===== src/rtl/xgs_hispi_pkg.sv =====
// ============================================================================
// Module      : xgs_hispi_pkg
// Description : HiSPi packetized-SP sync codes and lane TX state encoding,
//               shared by the lane transmitter and the receiver.
// Revision    : 1.0
// ============================================================================
`default_nettype none

package xgs_hispi_pkg;

    localparam int PIX_W = 12;

    localparam logic [PIX_W-1:0] SYNC_FFF      = 12'hFFF;
    localparam logic [PIX_W-1:0] SYNC_000      = 12'h000;
    localparam logic [PIX_W-1:0] CODE_SOF      = 12'hC00;
    localparam logic [PIX_W-1:0] CODE_SOL      = 12'h800;
    localparam logic [PIX_W-1:0] CODE_EOL      = 12'hA00;
    localparam logic [PIX_W-1:0] CODE_EOF      = 12'hE00;
    localparam logic [PIX_W-1:0] PIX_CLIP      = 12'hFFE;
    localparam logic [PIX_W-1:0] UNDERRUN_WORD = 12'h001;

    typedef enum logic [2:0] {
        ST_IDLE      = 3'd0,
        ST_SYNC_HEAD = 3'd1,
        ST_DATA      = 3'd2,
        ST_SYNC_TAIL = 3'd3,
        ST_BLANK     = 3'd4
    } hispi_tx_state_t;

    // Word at position idx of a 4-word sync sequence: FFF, 000, 000, code.
    function automatic logic [PIX_W-1:0] sync_word(input logic [1:0] idx,
                                                   input logic [PIX_W-1:0] code);
        logic [PIX_W-1:0] w;
        case (idx)
            2'd0:    w = SYNC_FFF;
            2'd3:    w = code;
            default: w = SYNC_000;
        endcase
        return w;
    endfunction

endpackage

`default_nettype wire


===== src/rtl/xgs_hispi_tx_lane.sv =====
// ============================================================================
// Module      : xgs_hispi_tx_lane
// Description : HiSPi packetized-SP lane transmitter, one frame per start.
// Revision    : 1.0
// ============================================================================
`default_nettype none

module xgs_hispi_tx_lane
    import xgs_hispi_pkg::*;
#(
    parameter logic [PIX_W-1:0] IDLE_WORD = 12'h3A6,
    parameter int               CNT_W     = 12
) (
    input  logic             sysclk,
    input  logic             sysrst_n,
    input  logic             tx_ce,
    input  logic             start,
    input  logic [CNT_W-1:0] cfg_line_words,
    input  logic [CNT_W-1:0] cfg_nb_lines,
    input  logic [CNT_W-1:0] cfg_blank_words,
    input  logic [PIX_W-1:0] pix_data,
    input  logic             pix_valid,
    output logic             pix_ready,
    output logic [PIX_W-1:0] tx_word,
    output logic             busy,
    output logic             frame_done,
    output logic [CNT_W-1:0] line_cnt,
    output logic             underrun
);

    hispi_tx_state_t  r_state;
    logic [1:0]       r_sync_idx;
    logic [CNT_W-1:0] r_word_cnt;
    logic [CNT_W-1:0] r_line_cnt;
    logic [CNT_W-1:0] r_line_words;
    logic [CNT_W-1:0] r_nb_lines;
    logic [CNT_W-1:0] r_blank_words;
    logic [PIX_W-1:0] r_tx_word;
    logic             r_busy;
    logic             r_frame_done;
    logic             r_underrun;

    logic             w_cfg_ok;
    logic             w_last_col;
    logic             w_last_line;
    logic             w_blank_done;
    logic [PIX_W-1:0] w_head_word;
    logic [PIX_W-1:0] w_tail_word;
    logic [PIX_W-1:0] w_pix_word;

    assign w_cfg_ok     = (cfg_line_words != '0) && (cfg_nb_lines != '0);
    assign w_last_col   = (r_word_cnt == r_line_words - CNT_W'(1));
    assign w_last_line  = (r_line_cnt == r_nb_lines - CNT_W'(1));
    assign w_blank_done = (r_word_cnt == r_blank_words);
    assign w_head_word  = sync_word(r_sync_idx, (r_line_cnt == '0) ? CODE_SOF : CODE_SOL);
    assign w_tail_word  = sync_word(r_sync_idx, w_last_line ? CODE_EOF : CODE_EOL);
    // 0xFFF is reserved for sync headers, so pixels saturate one below it.
    assign w_pix_word   = !pix_valid ? UNDERRUN_WORD :
                          (pix_data == SYNC_FFF) ? PIX_CLIP : pix_data;

    assign pix_ready  = (r_state == ST_DATA) && tx_ce;
    assign tx_word    = r_tx_word;
    assign busy       = r_busy;
    assign frame_done = r_frame_done;
    assign line_cnt   = r_line_cnt;
    assign underrun   = r_underrun;

    always_ff @(posedge sysclk or negedge sysrst_n) begin
        if (!sysrst_n) begin
            r_state       <= ST_IDLE;
            r_sync_idx    <= 2'd0;
            r_word_cnt    <= '0;
            r_line_cnt    <= '0;
            r_line_words  <= '0;
            r_nb_lines    <= '0;
            r_blank_words <= '0;
            r_tx_word     <= IDLE_WORD;
            r_busy        <= 1'b0;
            r_frame_done  <= 1'b0;
            r_underrun    <= 1'b0;
        end else begin
            r_frame_done <= 1'b0;
            if (tx_ce) begin
                case (r_state)
                    ST_IDLE: begin
                        r_tx_word  <= IDLE_WORD;
                        r_line_cnt <= '0;
                        // The accepting edge already emits the first FFF.
                        if (start && w_cfg_ok) begin
                            r_line_words  <= cfg_line_words;
                            r_nb_lines    <= cfg_nb_lines;
                            r_blank_words <= cfg_blank_words;
                            r_tx_word     <= SYNC_FFF;
                            r_sync_idx    <= 2'd1;
                            r_busy        <= 1'b1;
                            r_underrun    <= 1'b0;
                            r_state       <= ST_SYNC_HEAD;
                        end
                    end
                    ST_SYNC_HEAD: begin
                        r_tx_word  <= w_head_word;
                        r_sync_idx <= r_sync_idx + 2'd1;
                        if (r_sync_idx == 2'd3) begin
                            r_word_cnt <= '0;
                            r_state    <= ST_DATA;
                        end
                    end
                    ST_DATA: begin
                        r_tx_word  <= w_pix_word;
                        r_word_cnt <= r_word_cnt + CNT_W'(1);
                        if (!pix_valid) begin
                            r_underrun <= 1'b1;
                        end
                        if (w_last_col) begin
                            r_sync_idx <= 2'd0;
                            r_state    <= ST_SYNC_TAIL;
                        end
                    end
                    ST_SYNC_TAIL: begin
                        r_tx_word  <= w_tail_word;
                        r_sync_idx <= r_sync_idx + 2'd1;
                        if (r_sync_idx == 2'd3) begin
                            r_word_cnt <= '0;
                            r_state    <= ST_BLANK;
                        end
                    end
                    ST_BLANK: begin
                        // The edge leaving blanking emits the next line's FFF
                        // directly, so zero blank words cost no word slot.
                        if (!w_blank_done) begin
                            r_tx_word  <= IDLE_WORD;
                            r_word_cnt <= r_word_cnt + CNT_W'(1);
                        end else if (w_last_line) begin
                            r_tx_word    <= IDLE_WORD;
                            r_line_cnt   <= '0;
                            r_busy       <= 1'b0;
                            r_frame_done <= 1'b1;
                            r_state      <= ST_IDLE;
                        end else begin
                            r_tx_word  <= SYNC_FFF;
                            r_sync_idx <= 2'd1;
                            r_line_cnt <= r_line_cnt + CNT_W'(1);
                            r_state    <= ST_SYNC_HEAD;
                        end
                    end
                    default: begin
                        r_tx_word <= IDLE_WORD;
                        r_busy    <= 1'b0;
                        r_state   <= ST_IDLE;
                    end
                endcase
            end
        end
    end

endmodule

`default_nettype wire


===== config.mk =====
export PLATFORM = sky130hd
export DESIGN_NAME = xgs_hispi_tx_lane
export DESIGN_NICKNAME = d
export VERILOG_FILES = /design/src/rtl/xgs_hispi_pkg.sv /design/src/rtl/xgs_hispi_tx_lane.sv
export SDC_FILE = /design/constraint.sdc
export NUM_CORES = 1
export LEC_CHECK = 0
export ABC_AREA = 1
export BUFFER_PORTS_ARGS = -buffer_cell sky130_fd_sc_hd__buf_2
export CORE_MARGIN = 4
export CORE_UTILIZATION = 30
export DETAILED_ROUTE_END_ITERATION = 16
export HOLD_SLACK_MARGIN = 0.02
export SYNTH_ARGS = -nofsm -noshare
export SYNTH_HDL_FRONTEND = slang
export SYNTH_SLANG_ARGS = --single-unit

===== constraint.sdc =====
create_clock -name sysclk -period 2.9 [get_ports sysclk]
set_clock_uncertainty 0.05 [all_clocks]
set_input_delay 0.29 -clock sysclk [delete_from_list [all_inputs] [get_ports sysclk]]
set_output_delay 0.29 -clock sysclk [all_outputs]
set_load 0.005 [all_outputs]

* Yosys cells after proc, flatten, opt, wreduce, memory -nomap -nowiden *
Cells that the tools add are included.

cells by class
  $add $sub $neg = 5
  equal/unequal tests = 19
  mux-type cells = 39
  bitwise operators = 1
  reductions and logical operators = 21

operators by type and width
  cell                     number
  $mux W12                 9
  $pmux W12 S2             3
  $pmux W12 S5             1
  $eq A12 B12 Y1           3
  $pmux W12 S3             1
  $add A12 B1 Y12 const B  2
  $reduce_bool A12 Y1      2
  $sub A12 B1 Y12 const B  2
  $mux W11                 2
  $ne A2 B2 Y1 const B     9
  $mux W3                  5
  $pmux W3 S5              1
  $eq A12 B12 Y1 const B   1
  $logic_not A12 Y1        1
  $reduce_and A6 Y1        2
  $mux W1                  10
  $mux W2                  4
  $pmux W2 S4              1
  $reduce_and A4 Y1        2
  $eq A3 B2 Y1 const B     2
  $reduce_and A3 Y1        2
  $reduce_and A5 Y1        1
  $reduce_bool A2 Y1       2
  $reduce_bool A4 Y1       1
  14 further kinds         16

word-level totals
  flip-flop bits (word level) = 80
  output and inout port bits = 28
  word-level logic and storage cells = 96

* Depth between registers and ports, before layout *
  depth after elaboration = 6
  mapped depth = 17
  gate-level depth less buffers = 17

* Least setup slack after synthesis *
Ideal clock, no wire load.

  kind = reg2reg
  start = register r_nb_lines[0]
  end = register r_tx_word[10], in the netlist tx_word[10]
  library setup time = 0.117 ns
  data arrival time = 1.756 ns
  data required time = 2.733 ns
  slack = 0.977 ns
  stages on the path, launching flop included = 16
  buffers on the path = 0
  cells stage by stage = dfrtp_1 > inv_1 > ha_1 > nand2_1 > nor2_2 > nand3_1 > nand3_1 > nand2_1 > nor2_1 > nand3_1 > nand3_2 > nand2_1 > nor2_1 > nand2_1 > nand2_1 > nand2_1

between the ends
  word-level cells in the longest chain between the ends = 5

RTL lines
  element                                          RTL line                                           RTL
  from (decl)                                      xgs_hispi_tx_lane.sv:36                            logic [CNT_W-1:0] r_nb_lines;
  from (signal assigned)                           xgs_hispi_tx_lane.sv:91                            r_nb_lines <= cfg_nb_lines;
  $sub A12 B1 Y12 (*)                              xgs_hispi_tx_lane.sv:53                            assign w_last_line = (r_line_cnt == r_nb_lines - CNT_W'(1));
  $eq A12 B12 Y1 (*)                               xgs_hispi_tx_lane.sv:53
  $mux W11 / $mux W12 (equally long branches)      xgs_hispi_tx_lane.sv:56, xgs_hispi_tx_lane.sv:133
  $pmux W12 S2 / $mux W12 (equally long branches)  xgs_hispi_pkg.sv:34, xgs_hispi_tx_lane.sv:130
  $pmux W12 S5 (*)                                 xgs_hispi_tx_lane.sv:84                            case (r_state)
  to (signal assigned)                             xgs_hispi_tx_lane.sv:101                           r_tx_word <= w_head_word;
  to (signal assigned)                             xgs_hispi_tx_lane.sv:109                           r_tx_word <= w_pix_word;
  to (signal assigned)                             xgs_hispi_tx_lane.sv:120                           r_tx_word <= w_tail_word;
  to (decl)                                        xgs_hispi_tx_lane.sv:38                            logic [PIX_W-1:0] r_tx_word;

Every way passes the cells marked *; elsewhere a longest branch is shown, timed or not.
A chain may end at the register's enable or synchronous reset.

* Final worst setup path *
  start = register r_word_cnt[0]
  end = register r_word_cnt[3]

between the ends
  word-level cells in the longest chain between the ends = 3

RTL lines
  element                                                   RTL line                                                                     RTL
  from (decl)                                               xgs_hispi_tx_lane.sv:33                                                      logic [CNT_W-1:0] r_word_cnt;
  from (signal assigned)                                    xgs_hispi_tx_lane.sv:110                                                     r_word_cnt <= r_word_cnt + CNT_W'(1);
  from (signal assigned)                                    xgs_hispi_tx_lane.sv:132                                                     r_word_cnt <= r_word_cnt + CNT_W'(1);
  $add A12 B1 Y12 / $eq A12 B12 Y1 (equally long branches)  xgs_hispi_tx_lane.sv:110, xgs_hispi_tx_lane.sv:132, xgs_hispi_tx_lane.sv:54
  $mux W12 / $ne A2 B2 Y1 (equally long branches)           -
  $pmux W12 S3 / $reduce_and A4 Y1 (equally long branches)  -

Several ways; a longest one is shown, not always the timed one. The select of a mux whose other input is x is not followed.

==> impl_metrics.toml <==
[sta]
fin_crit_ns = 2.46
post-route-period-util = 0.849
hold_violations = 0
fmax_mhz = 406
tns_ns = 0
worst_slack_ns = 0.437
rsz0062_at_grt = "false"
setup_violations = 0
slew_viol_final = 0
tightest_slew_ns = 1.04
fin_hold_ws_ns = 0.0621
slew_headroom = 0.310

[clocking]
clk_path_buf_depth = 2
path_clk_slew_ns = 0.06
cts_setup_buffers = 0
htreeDepth = 3
ctsResizeCount = 0
root_buffer = "clkbuf_16"
clkSinkCount = 80
postCtsHoldBufs = 0
tritoncts = "yes"
numCtsBuffers = 9
clk_latency_ns = 0.34

[synth]
yosysUniqueCellTypes = 36
synth_ff_type = "dfrtp_1"
synth.top_cells.by_area = "dfrtp_1, nand2_1, nor2_1"
syn_area_mm2 = 0.00503
synth_common_cells = "nand2_1, dfrtp_1, nor2_1, inv_1, nand3_1"
synth_cells = 708
synth_nets = 769
synth_top_area_cell = "dfrtp_1"
synth_seq_cells = 80
synth_edf_count = 0
synth.most_common_cell = "nand2_1"
syn_avg_cell_area_um2 = 7.10
async_flop_share = 1.00
ys_warn_count = 0
synth.top_cell.area_share = 0.368
ys_seq_area_frac = 0.400

[detailed_routing]
routed_via_density = 4.60
drtPass1Iterations = 5
drc = 0
wirelength_um = 13200
via_count = 4638
drt-initial-drc-count = 347
wire_per_inst_um = 13.1
ant_nets = 0

[place]
gp_congestion = 0.918
dp.cells = 992
place.port_buffers = 80
dp_hpwl_um = 10200
dp_slack_ns = 0.463

[pwr]
irDropWorstVdd_mv = 0.352
total_power_mw = 5.59
power_density_mw_per_mm2 = 944
p_leak_nw = 2.97

[global_route]
overflow = 0
antenna_found_initial = 0
grt_util_all_layers = 0.148
grt_pass1_wl_um = 21900
grt_pass1_vias = 4435
grt_max_degree = 81

[setup_path]
start_kind = "register"
path_max_fanout = 14
cp.required_ns = 3.12
critPathCaptureType = "register"
reg2reg_depth = 12
crit_type = "register to register"
arrival_ns = 2.68

[floorplan]
core_area_mm2 = 0.0165
dieArea_mm2 = 0.0189
num_rows = 47
die_y_um = 137
die_x_um = 137
initial_core_util = 0.304
top_level_ports = 81

[layout]
antenna-diode-count = 0
area_delta_synth_final_pct = 17.7
fin_nets = 844
finalNonFillerCells = 1008
drive_above_1_share = 0.161

[run]
max-cap-violations = 0

[hold_path]
hp-class = "input port to async pin"

[run_status]
outcome = "finished, final reports clean"
## cell families (layout without fill, tap and decap cells)
family	after synthesis	after routing	synth area share
buffers and inverters	96	176	0.0831
AO/OA/AOI/OAI	62	62	0.0677
adder cells (fa/ha/maj)	8	8	0.0199
XOR/XNOR	38	38	0.0662
AND/OR/NAND/NOR	424	424	0.364
flip-flops	80	80	0.400
## stage by stage
stage,utilization,instance area (µm²)
floorplan,-,5030
global placement,0.339,5600
detailed placement,0.339,5600
CTS,0.358,5920
global route,0.358,5920
finish,0.358,5920
## metal layers
| metal | global-route usage | wire [µm] | vias to the layer above |
|---|---|---|---|
| met1 | 0.189 | 6020 | 2112 |
| met4 | 0.0532 | 189 | 0 |
| met2 | 0.246 | 6400 | 98 |
| li1 | - | - | 2410 |
| met5 | 0 | 0 | - |
| met3 | 0.0332 | 571 | 18 |
## cell type report
cell class,count,area [µm²]
fill,1773,10600
multi-input combinational,532,2600
sequential,80,2010
timing repair buffer,82,418
inverter,78,293
tap,220,275
clock buffer,10,239
clock inverter,6,82.6
## path summary, 6_finish.rpt
path	start	end	slack, ns
setup / recovery	r_word_cnt[0]$_DFFE_PN0P_	r_word_cnt[3]$_DFFE_PN0P_	0.44
hold / removal	sysrst_n	line_cnt[5]$_DFFE_PN0P_	0.06
setup reg to reg	r_word_cnt[0]$_DFFE_PN0P_	r_word_cnt[3]$_DFFE_PN0P_	0.44
hold reg to reg	tx_word[0]$_DFFE_PN0P_	tx_word[0]$_DFFE_PN0P_	0.43
max in group asynchronous	sysrst_n	r_blank_words[5]$_DFFE_PN0P_	2.05
min in group sysclk	cfg_blank_words[1]	r_blank_words[1]$_DFFE_PN0P_	0.09
## critical path, cell delays in order (launching register included)
cell and delay [ns]:
dfrtp_1 0.47, xor2_1 0.18, nor2_1 0.10, nand2_1 0.08, nor3_1 0.22, nand2_1 0.17, inv_1 0.11, nand2_1 0.08
nand2_1 0.29, inv_1 0.29, nand2_1 0.14, o21ai_0 0.09, a21oi_1 0.12
## layout by cell type, fill, tap and decap left out, types with 5 or more instances in the layout
cell type,count
nor2_2,5
nand3_1,45
nand4_1,19
a21oi_1,11
xnor2_1,10
dfrtp_1,74
o21ai_0,38
inv_2,6
nor2_1,73
dfstp_2,6
buf_2,79
nor3_1,20
nand2_1,237
ha_1,8
clkbuf_16,9
inv_1,72
xor2_1,28
o31ai_1,5
nor4_1,8
## where the power goes
part / internal, mW / leakage, nW / switching, mW
clock network: 0.772 / 0.158 / 0.452
logic: 0.895 / 1.79 / 1.51
registers: 1.56 / 1.02 / 0.392
total: 3.23 / 2.97 / 2.36
## registers in the layout, summed over array words and instances (netlist names)
signal and cells:
tx_word 12, r_sync_idx 2, line_cnt 12, r_state 3
frame_done 1, r_blank_words 12, busy 1, r_line_words 12
r_nb_lines 12, underrun 1, r_word_cnt 12
Note: power is estimated with default switching activity, not from simulation.
